`config.mk`:
```
export PLATFORM = sky130hd
export DESIGN_NAME = mem_arbiter_flat
export DESIGN_NICKNAME = d
export VERILOG_FILES = /design/src/rtl/mem_arbiter_if.sv /design/src/rtl/mem_arbiter.sv /design/src/flat_wrapper.sv
export SDC_FILE = /design/constraint.sdc
export NUM_CORES = 1
export LEC_CHECK = 0
export BUFFER_PORTS_ARGS = -buffer_cell sky130_fd_sc_hd__buf_2
export CORE_MARGIN = 4
export CORE_UTILIZATION = 42
export CTS_CLUSTER_SIZE = 40
export DETAILED_ROUTE_END_ITERATION = 10
export GPL_TIMING_DRIVEN = 0
export PLACE_DENSITY = 0.77
export SLEW_MARGIN = 20
export SYNTH_ARGS = -nofsm -noshare
export SYNTH_HDL_FRONTEND = slang
export SYNTH_SLANG_ARGS = --single-unit
```
`constraint.sdc`:
```
create_clock -name Clk -period 2.64 [get_ports Clk]
set_input_delay 0.264 -clock Clk [delete_from_list [all_inputs] [get_ports Clk]]
set_output_delay 0.264 -clock Clk [all_outputs]
set_load 0.1 [all_outputs]
```
`src/rtl/mem_arbiter_if.sv`:
```
// Bus bundle between the fetch/data requesters, the arbiter and the memory port.
// The arbiter takes the slave modport; the requester/memory side takes master.
interface mem_arbiter_if;
   logic        F_MFA, F_RW, F_WB, F_MFC;
   logic [31:0] F_ADDR, F_WDATA, F_RDATA;
   logic        D_MFA, D_RW, D_WB, D_MFC;
   logic [31:0] D_ADDR, D_WDATA, D_RDATA;
   logic        M_MFA, M_RW, M_WB, M_MFC;
   logic [31:0] M_ADDR, M_WDATA, M_RDATA;
   logic [1:0]  GRANT;
   logic        ERR;

   modport slave (
      input  F_MFA, F_RW, F_WB, F_ADDR, F_WDATA,
      input  D_MFA, D_RW, D_WB, D_ADDR, D_WDATA,
      input  M_MFC, M_RDATA,
      output F_MFC, F_RDATA, D_MFC, D_RDATA,
      output M_MFA, M_RW, M_WB, M_ADDR, M_WDATA,
      output GRANT, ERR
   );

   modport master (
      output F_MFA, F_RW, F_WB, F_ADDR, F_WDATA,
      output D_MFA, D_RW, D_WB, D_ADDR, D_WDATA,
      output M_MFC, M_RDATA,
      input  F_MFC, F_RDATA, D_MFC, D_RDATA,
      input  M_MFA, M_RW, M_WB, M_ADDR, M_WDATA,
      input  GRANT, ERR
   );
endinterface

```
`src/rtl/mem_arbiter.sv`:
```
// Two-requester (fetch/data) memory arbiter, IDLE->BUSY->DONE; 2 cycles minimum, TIMEOUT_CYCLES abort.
// Fixed data>fetch priority by default; define MEM_ARB_RR_EN for round-robin. Winner holds DONE until it drops xMFA.
module mem_arbiter #(
   parameter int TIMEOUT_CYCLES = 16
) (
   input logic          Clk,
   input logic          Reset,
   mem_arbiter_if.slave bus
);
   localparam int CW = (TIMEOUT_CYCLES < 2) ? 1 : $clog2(TIMEOUT_CYCLES + 1);
   localparam logic [CW-1:0] CNT_LAST = CW'(TIMEOUT_CYCLES - 1);

   typedef enum logic [1:0] {S_IDLE, S_BUSY, S_DONE} state_t;

   state_t        r_state, w_state_nxt;
   logic [1:0]    r_grant;
   logic [31:0]   r_addr, r_wdata, r_f_rdata, r_d_rdata;
   logic          r_rw, r_wb, r_err;
   logic [CW-1:0] r_cnt;
   logic          w_pick_d, w_win_mfa, w_timeout;
   logic [31:0]   w_rdata_cap;

`ifdef MEM_ARB_RR_EN
   logic r_last_d;
   // Data wins a tie only when fetch was granted last.
   assign w_pick_d = bus.D_MFA & (~bus.F_MFA | ~r_last_d);
`else
   assign w_pick_d = bus.D_MFA;
`endif

   assign w_win_mfa   = r_grant[1] ? bus.D_MFA : bus.F_MFA;
   assign w_timeout   = (r_cnt == CNT_LAST);
   assign w_rdata_cap = r_wb ? bus.M_RDATA : {24'b0, bus.M_RDATA[7:0]};

   always_ff @(posedge Clk or negedge Reset) begin
      if (!Reset) r_state <= S_IDLE;
      else        r_state <= w_state_nxt;
   end

   always_comb begin
      w_state_nxt  = r_state;
      bus.M_MFA    = 1'b0;
      bus.M_RW     = 1'b0;
      bus.M_WB     = 1'b0;
      bus.M_ADDR   = 32'b0;
      bus.M_WDATA  = 32'b0;
      bus.F_MFC    = 1'b0;
      bus.D_MFC    = 1'b0;
      case (r_state)
         S_IDLE: begin
            if (bus.F_MFA || bus.D_MFA) w_state_nxt = S_BUSY;
         end
         S_BUSY: begin
            bus.M_MFA   = 1'b1;
            bus.M_RW    = r_rw;
            bus.M_WB    = r_wb;
            bus.M_ADDR  = r_addr;
            bus.M_WDATA = r_wdata;
            if (bus.M_MFC || w_timeout) w_state_nxt = S_DONE;
         end
         S_DONE: begin
            bus.F_MFC = r_grant[0];
            bus.D_MFC = r_grant[1];
            if (!w_win_mfa) w_state_nxt = S_IDLE;
         end
         default: w_state_nxt = S_IDLE;
      endcase
   end

   always_ff @(posedge Clk or negedge Reset) begin
      if (!Reset) begin
         r_grant   <= 2'b00;
         r_addr    <= 32'b0;
         r_wdata   <= 32'b0;
         r_rw      <= 1'b0;
         r_wb      <= 1'b0;
         r_err     <= 1'b0;
         r_cnt     <= '0;
         r_f_rdata <= 32'b0;
         r_d_rdata <= 32'b0;
`ifdef MEM_ARB_RR_EN
         r_last_d  <= 1'b1;
`endif
      end else begin
         case (r_state)
            S_IDLE: begin
               if (bus.F_MFA || bus.D_MFA) begin
                  r_grant <= w_pick_d ? 2'b10 : 2'b01;
                  r_addr  <= w_pick_d ? bus.D_ADDR  : bus.F_ADDR;
                  r_wdata <= w_pick_d ? bus.D_WDATA : bus.F_WDATA;
                  r_rw    <= w_pick_d ? bus.D_RW    : bus.F_RW;
                  r_wb    <= w_pick_d ? bus.D_WB    : bus.F_WB;
                  r_cnt   <= '0;
`ifdef MEM_ARB_RR_EN
                  r_last_d <= w_pick_d;
`endif
               end
            end
            S_BUSY: begin
               if (bus.M_MFC) begin
                  r_err <= 1'b0;
                  if (r_rw) begin
                     if (r_grant[1]) r_d_rdata <= w_rdata_cap;
                     else            r_f_rdata <= w_rdata_cap;
                  end
               end else if (w_timeout) begin
                  r_err <= 1'b1;
                  if (r_grant[1]) r_d_rdata <= 32'b0;
                  else            r_f_rdata <= 32'b0;
               end else begin
                  // Never passes CNT_LAST: the timeout branch leaves BUSY first.
                  r_cnt <= r_cnt + 1'b1;
               end
            end
            S_DONE: begin
               if (!w_win_mfa) begin
                  r_grant <= 2'b00;
                  r_err   <= 1'b0;
               end
            end
            default: ;
         endcase
      end
   end

   assign bus.GRANT   = r_grant;
   assign bus.ERR     = r_err;
   assign bus.F_RDATA = r_f_rdata;
   assign bus.D_RDATA = r_d_rdata;

endmodule

```
`src/flat_wrapper.sv`:
```
// flat-port wrapper written by rule: the top's interface ports become plain ports
module mem_arbiter_flat 
#(
   parameter int TIMEOUT_CYCLES = 16
)
  (Clk, Reset, bus_F_MFA, bus_F_RW, bus_F_WB, bus_F_ADDR, bus_F_WDATA, bus_D_MFA, bus_D_RW, bus_D_WB, bus_D_ADDR, bus_D_WDATA, bus_M_MFC, bus_M_RDATA, bus_F_MFC, bus_F_RDATA, bus_D_MFC, bus_D_RDATA, bus_M_MFA, bus_M_RW, bus_M_WB, bus_M_ADDR, bus_M_WDATA, bus_GRANT, bus_ERR);
  mem_arbiter_if bus_i ();
  input logic Clk;
  input logic Reset;
  input wire logic [$bits(bus_i.F_MFA)-1:0] bus_F_MFA;
  input wire logic [$bits(bus_i.F_RW)-1:0] bus_F_RW;
  input wire logic [$bits(bus_i.F_WB)-1:0] bus_F_WB;
  input wire logic [$bits(bus_i.F_ADDR)-1:0] bus_F_ADDR;
  input wire logic [$bits(bus_i.F_WDATA)-1:0] bus_F_WDATA;
  input wire logic [$bits(bus_i.D_MFA)-1:0] bus_D_MFA;
  input wire logic [$bits(bus_i.D_RW)-1:0] bus_D_RW;
  input wire logic [$bits(bus_i.D_WB)-1:0] bus_D_WB;
  input wire logic [$bits(bus_i.D_ADDR)-1:0] bus_D_ADDR;
  input wire logic [$bits(bus_i.D_WDATA)-1:0] bus_D_WDATA;
  input wire logic [$bits(bus_i.M_MFC)-1:0] bus_M_MFC;
  input wire logic [$bits(bus_i.M_RDATA)-1:0] bus_M_RDATA;
  output wire logic [$bits(bus_i.F_MFC)-1:0] bus_F_MFC;
  output wire logic [$bits(bus_i.F_RDATA)-1:0] bus_F_RDATA;
  output wire logic [$bits(bus_i.D_MFC)-1:0] bus_D_MFC;
  output wire logic [$bits(bus_i.D_RDATA)-1:0] bus_D_RDATA;
  output wire logic [$bits(bus_i.M_MFA)-1:0] bus_M_MFA;
  output wire logic [$bits(bus_i.M_RW)-1:0] bus_M_RW;
  output wire logic [$bits(bus_i.M_WB)-1:0] bus_M_WB;
  output wire logic [$bits(bus_i.M_ADDR)-1:0] bus_M_ADDR;
  output wire logic [$bits(bus_i.M_WDATA)-1:0] bus_M_WDATA;
  output wire logic [$bits(bus_i.GRANT)-1:0] bus_GRANT;
  output wire logic [$bits(bus_i.ERR)-1:0] bus_ERR;
  assign bus_i.F_MFA = bus_F_MFA;
  assign bus_i.F_RW = bus_F_RW;
  assign bus_i.F_WB = bus_F_WB;
  assign bus_i.F_ADDR = bus_F_ADDR;
  assign bus_i.F_WDATA = bus_F_WDATA;
  assign bus_i.D_MFA = bus_D_MFA;
  assign bus_i.D_RW = bus_D_RW;
  assign bus_i.D_WB = bus_D_WB;
  assign bus_i.D_ADDR = bus_D_ADDR;
  assign bus_i.D_WDATA = bus_D_WDATA;
  assign bus_i.M_MFC = bus_M_MFC;
  assign bus_i.M_RDATA = bus_M_RDATA;
  assign bus_F_MFC = bus_i.F_MFC;
  assign bus_F_RDATA = bus_i.F_RDATA;
  assign bus_D_MFC = bus_i.D_MFC;
  assign bus_D_RDATA = bus_i.D_RDATA;
  assign bus_M_MFA = bus_i.M_MFA;
  assign bus_M_RW = bus_i.M_RW;
  assign bus_M_WB = bus_i.M_WB;
  assign bus_M_ADDR = bus_i.M_ADDR;
  assign bus_M_WDATA = bus_i.M_WDATA;
  assign bus_GRANT = bus_i.GRANT;
  assign bus_ERR = bus_i.ERR;
  mem_arbiter #(.TIMEOUT_CYCLES(TIMEOUT_CYCLES)) u_core (.Clk(Clk), .Reset(Reset), .bus(bus_i));
endmodule
```
[Yosys cells after proc, flatten, opt, wreduce, memory -nomap -nowiden]
Index checks and enable logic that the tools add are counted.
Word-level totals
  register bits after elaboration: 140
Cells by class
  add/sub/neg operators: 1
  bitwise operators: 1
  multiplexer cells: 38
  equality and inequality tests: 10
  reductions and logical operators: 14
Operator list (count)
  32-bit 2-to-1 mux: 15
  5-bit 2-to-1 mux: 3
  4-bit AND reduction: 3
  1-bit 2-to-1 mux: 11
  2-bit 2-to-1 mux: 5
  5-bit case mux with 2 select lines: 1
  3-bit AND reduction: 3
  2-bit nonzero test: 4
  2-bit by 1-bit != test with 1-bit output (second input constant): 3
  2-bit != test (second input constant): 3
  2-bit case mux with 3 select lines: 1
  5-bit by 1-bit adder with 5-bit output (second input constant): 1
  5-bit by 4-bit == test with 1-bit output (second input constant): 1
  2-bit case mux with 2 select lines: 1
  3-bit by 2-bit != test with 1-bit output (second input constant): 1
  2-bit by 1-bit == test with 1-bit output (second input constant): 1
  2-bit == test (second input constant): 1
  2-bit logical NOT: 1
  1-bit logical OR: 2
  1-bit case mux with 2 select lines: 1
  2-bit AND reduction: 1
  1-bit inverter: 1

[Depth between registers and ports, before layout]
  depth after elaboration: 4
  gate-level depth with buffers: 8
  depth with buffers taken out: 7

[Worst setup path after synthesis]
OpenSTA, ideal clock, no wires.
  path type: register -> output
  start: register u_core.r_state[1]
  end: output port bus_M_WDATA[10]
  data required time: 2.376 ns
  slack: -0.359 ns
  stages on the path, launching flop included: 7
  data arrival time: 2.735 ns
  buffers on the path: 3
  cell sequence: dfrtp_1 -> inv_1 -> ha_1 -> buf_4 -> clkbuf_1 -> clkbuf_1 -> and2_1
Between the ends
  cells in the longest elaborated chain, start to end: 2
RTL lines
  start, declared: line mem_arbiter.sv:15  | state_t r_state, w_state_nxt;
  start signal, assigned: line mem_arbiter.sv:37  | else r_state <= w_state_nxt;
  2-bit by 1-bit == test with 1-bit output: line mem_arbiter.sv:49  | case (r_state)
  32-bit 2-to-1 mux: line mem_arbiter.sv:49
  end, declared: line flat_wrapper.sv:30  | output wire logic [$bits(bus_i.M_WDATA)-1:0] bus_M_WDATA;
Every way passes these cells.

[Worst setup path after layout]
  start: register u_core.r_state[1]
  end: output port bus_M_ADDR[2]
Between the ends
  cells in the longest elaborated chain, start to end: 2
RTL lines
  2-bit by 1-bit == test with 1-bit output: line mem_arbiter.sv:49
  32-bit 2-to-1 mux: line mem_arbiter.sv:49
  end, declared: line flat_wrapper.sv:29  | output wire logic [$bits(bus_i.M_ADDR)-1:0] bus_M_ADDR;
Every way passes these cells.

==> metrics <==
DPL Wire Length=15300 µm; Unique masters post-synth=37; leading area contributor after synthesis=dfrtp_1; Rel. slew slack=64.5%; H-tree depth=4; most common cell after layout, fill and taps aside=buf_2; min-delay worst type=in2reg; WS Path Type=reg2out; routed len/inst=16.6 µm; Clock Path Buffers=2; drt initial violations=220; critical path peak fanout=10; Yosys Warn Count=0; CTS tree=built; max cap viols=0; Critical Path Sink Type=primary output; post-synthesis area per instance=9.70 µm²; Post-Route WL=19700 µm; Initial Util=42.6%; Vias/cell=5.01; #FFs+latches synth=140; met1 Usage GRT=27.3%; antenna violations before repair=0; Seq/Total Area, Yosys=54.2%; share of layout cells above drive strength 1=40.8%; final hold vios=0; number of fillers in the final layout=1324; Yosys top cell area share=54.2%; gp weighted congestion=0.826; Post-synth EDFFs=0; worst slew pin tran=536 ps; # rows=45; largest net degree at the start of global routing=74; endpoints failing setup=0; post-layout min period=2520 ps; vias=5970; slowest stage delay, CP=430 ps; I/O Buffers=303; synthesized area=6460 µm²; status=complete, no violations; Die Width=132 µm; Clock Sinks=140; area occupied by multi-input gates=2760 µm²; global-route wire length before repair=31600 µm; Mapped Nets=841; Max Clk Rate=396 MHz; Mapped Cells=666; top_reg_cell synth=dfrtp_1; most frequent cells in the layout=293 x buf_2, 167 x nand2_1, 140 x dfrtp_1, 131 x o21ai_0, 66 x mux2i_1; area grow syn2layout=39.7%; dpl cells=1158; crit-path leading delay family=buffers and inverters; met2 Track Usage GR=39.6%; CTS buffer count=17; critical-path cell list=inv_1 > ha_2 > buf_4 > clkbuf_1 > and2_1 > buf_2; Die H=132 µm; grt peak-use layer=met2; Total GRT Usage=22.6%; vias in the first global route=6105; die area=17400 µm²; Finished Layout Cells=1191; clk_lat worst skew=420 ps; Seq. cell area=3500 µm²; Worst Setup Start Kind=flip-flop; Critical Path AT=2260 ps; antenna viol nets, final=0; DRC violation count after routing=0; Final nets=1165; largest cells by area after synthesis=dfrtp_1 54%, mux2i_1 10%, o21ai_0 10%; final period utilization=95.6%; slowest CP cell=buf_2; max-slew violation count=0; Worst EP required=2380 ps; I/O Pins=305; Reg clk slew, reported paths=60 ps; first drt pass iteration count=4; WP buf/inv=4; gr ovfl total=0; Core ar.=15100 µm²; antenna cells=0; RSZ-0062 raised after global routing=false; FFs w/ async S/R, synth=100%; met3 Resource Use GR=5.38%; CTS Root Cell=clkbuf_16; Clock Skew=5.73 ps
path summary, 6_finish.rpt:
| path | from | end | slack [ps] | cells past startpoint |
|---|---|---|---|---|
| worst min register to register | u_core.r_wdata[21]$_DFFE_PN0P_ | u_core.r_wdata[21]$_DFFE_PN0P_ | 470 | 2 |
| max in group asynchronous | Reset | u_core.r_cnt[1]$_DFFE_PN0P_ | 1500 | 3 |
| worst min-delay path | bus_M_RDATA[18] | u_core.bus.D_RDATA[18]$_DFFE_PN0P_ | 110 | 3 |
| min in group asynchronous | Reset | u_core.bus.F_RDATA[22]$_DFFE_PN0P_ | 390 | 2 |
| worst max register to register | u_core.r_cnt[0]$_DFFE_PN0P_ | u_core.bus.D_RDATA[28]$_DFFE_PN0P_ | 400 | 7 |
| worst max-delay path | u_core.r_state[1]$_DFFE_PN0P_ | bus_M_ADDR[2] | 120 | 6 |
sequential cells by signal, indices dropped and copies added (netlist names):
register and cells:
u_core.r_addr 32, u_core.bus.F_RDATA 32, u_core.bus.D_RDATA 32, u_core.r_cnt 5
u_core.r_wdata 32, u_core.bus.GRANT 2, u_core.r_rw 1, u_core.bus.ERR 1
u_core.r_state 2, u_core.r_wb 1
stage by stage:
step / utilization, % / cell area (µm²) / TNS [ps] / setup WS (ps) / hold slack, ps
after floorplan: - / 6500 / 0 / 167 / -31.6
after global placement: 54.5 / 8250 / -90810 / -659 / 454
after detailed placement: 54.7 / 8290 / 0 / 187 / 252
after CTS: 59.5 / 9010 / 0 / 47.2 / 88.1
after global routing: 59.6 / 9020 / 0 / 26.0 / 106
final: 59.6 / 9020 / 0 / 117 / 107
kinds of logic after synthesis:
kind of cell,count (synthesis),synth area share [%]
mux,68,10.6
flops,140,54.2
buf+inv,50,3.60
xor+xnor,1,0.136
simple gates,252,18.3
fa+ha+maj,6,1.16
compound gates,149,12.0
timing repair:
item                                   in CTS  in global routing
hold buffers                                1                  0
resized for setup                          31                 10
buffers inserted                            0                  0
setup endpoints to repair                  30                 34
pin swaps                                   0                  0
endpoints found under the hold margin      67                  0
layout make-up:
type | count | share of cell area [%]
sequential | 140 | 38.8
multi-input combinational | 476 | 30.6
timing repair buffer | 305 | 18.3
clock buffer | 18 | 4.87
tap | 188 | 2.61
buffer | 47 | 2.51
clock inverter | 14 | 2.14
inverter | 3 | 0.125
routing by layer:
layer / vias to the layer above / part of all wire [%]
met5: - / 0
met4: 0 / 1.8
met3: 25 / 6.8
met2: 244 / 51
met1: 2822 / 40
li1: 2879 / -
tightest hold or removal path, stage by stage:
cell     delay, ps
buf_2           90
nand2_1         60
o21ai_0         70
cells in the mapped netlist, types with 2 or more instances:
cell      instances
mux2i_1          66
ha_1              6
clkbuf_2          2
o21ai_0         131
and2_1           69
a22o_1            2
clkbuf_1         17
o32ai_1           2
o21ai_1           4
dfrtp_1         140
buf_4             3
nand2_1         167
buf_2            25
a21oi_1           4
inv_1             3
nand2b_1          4
Power is not shown: default switching activity piles up to over one toggle a cycle in this logic, so the estimate is an artifact.
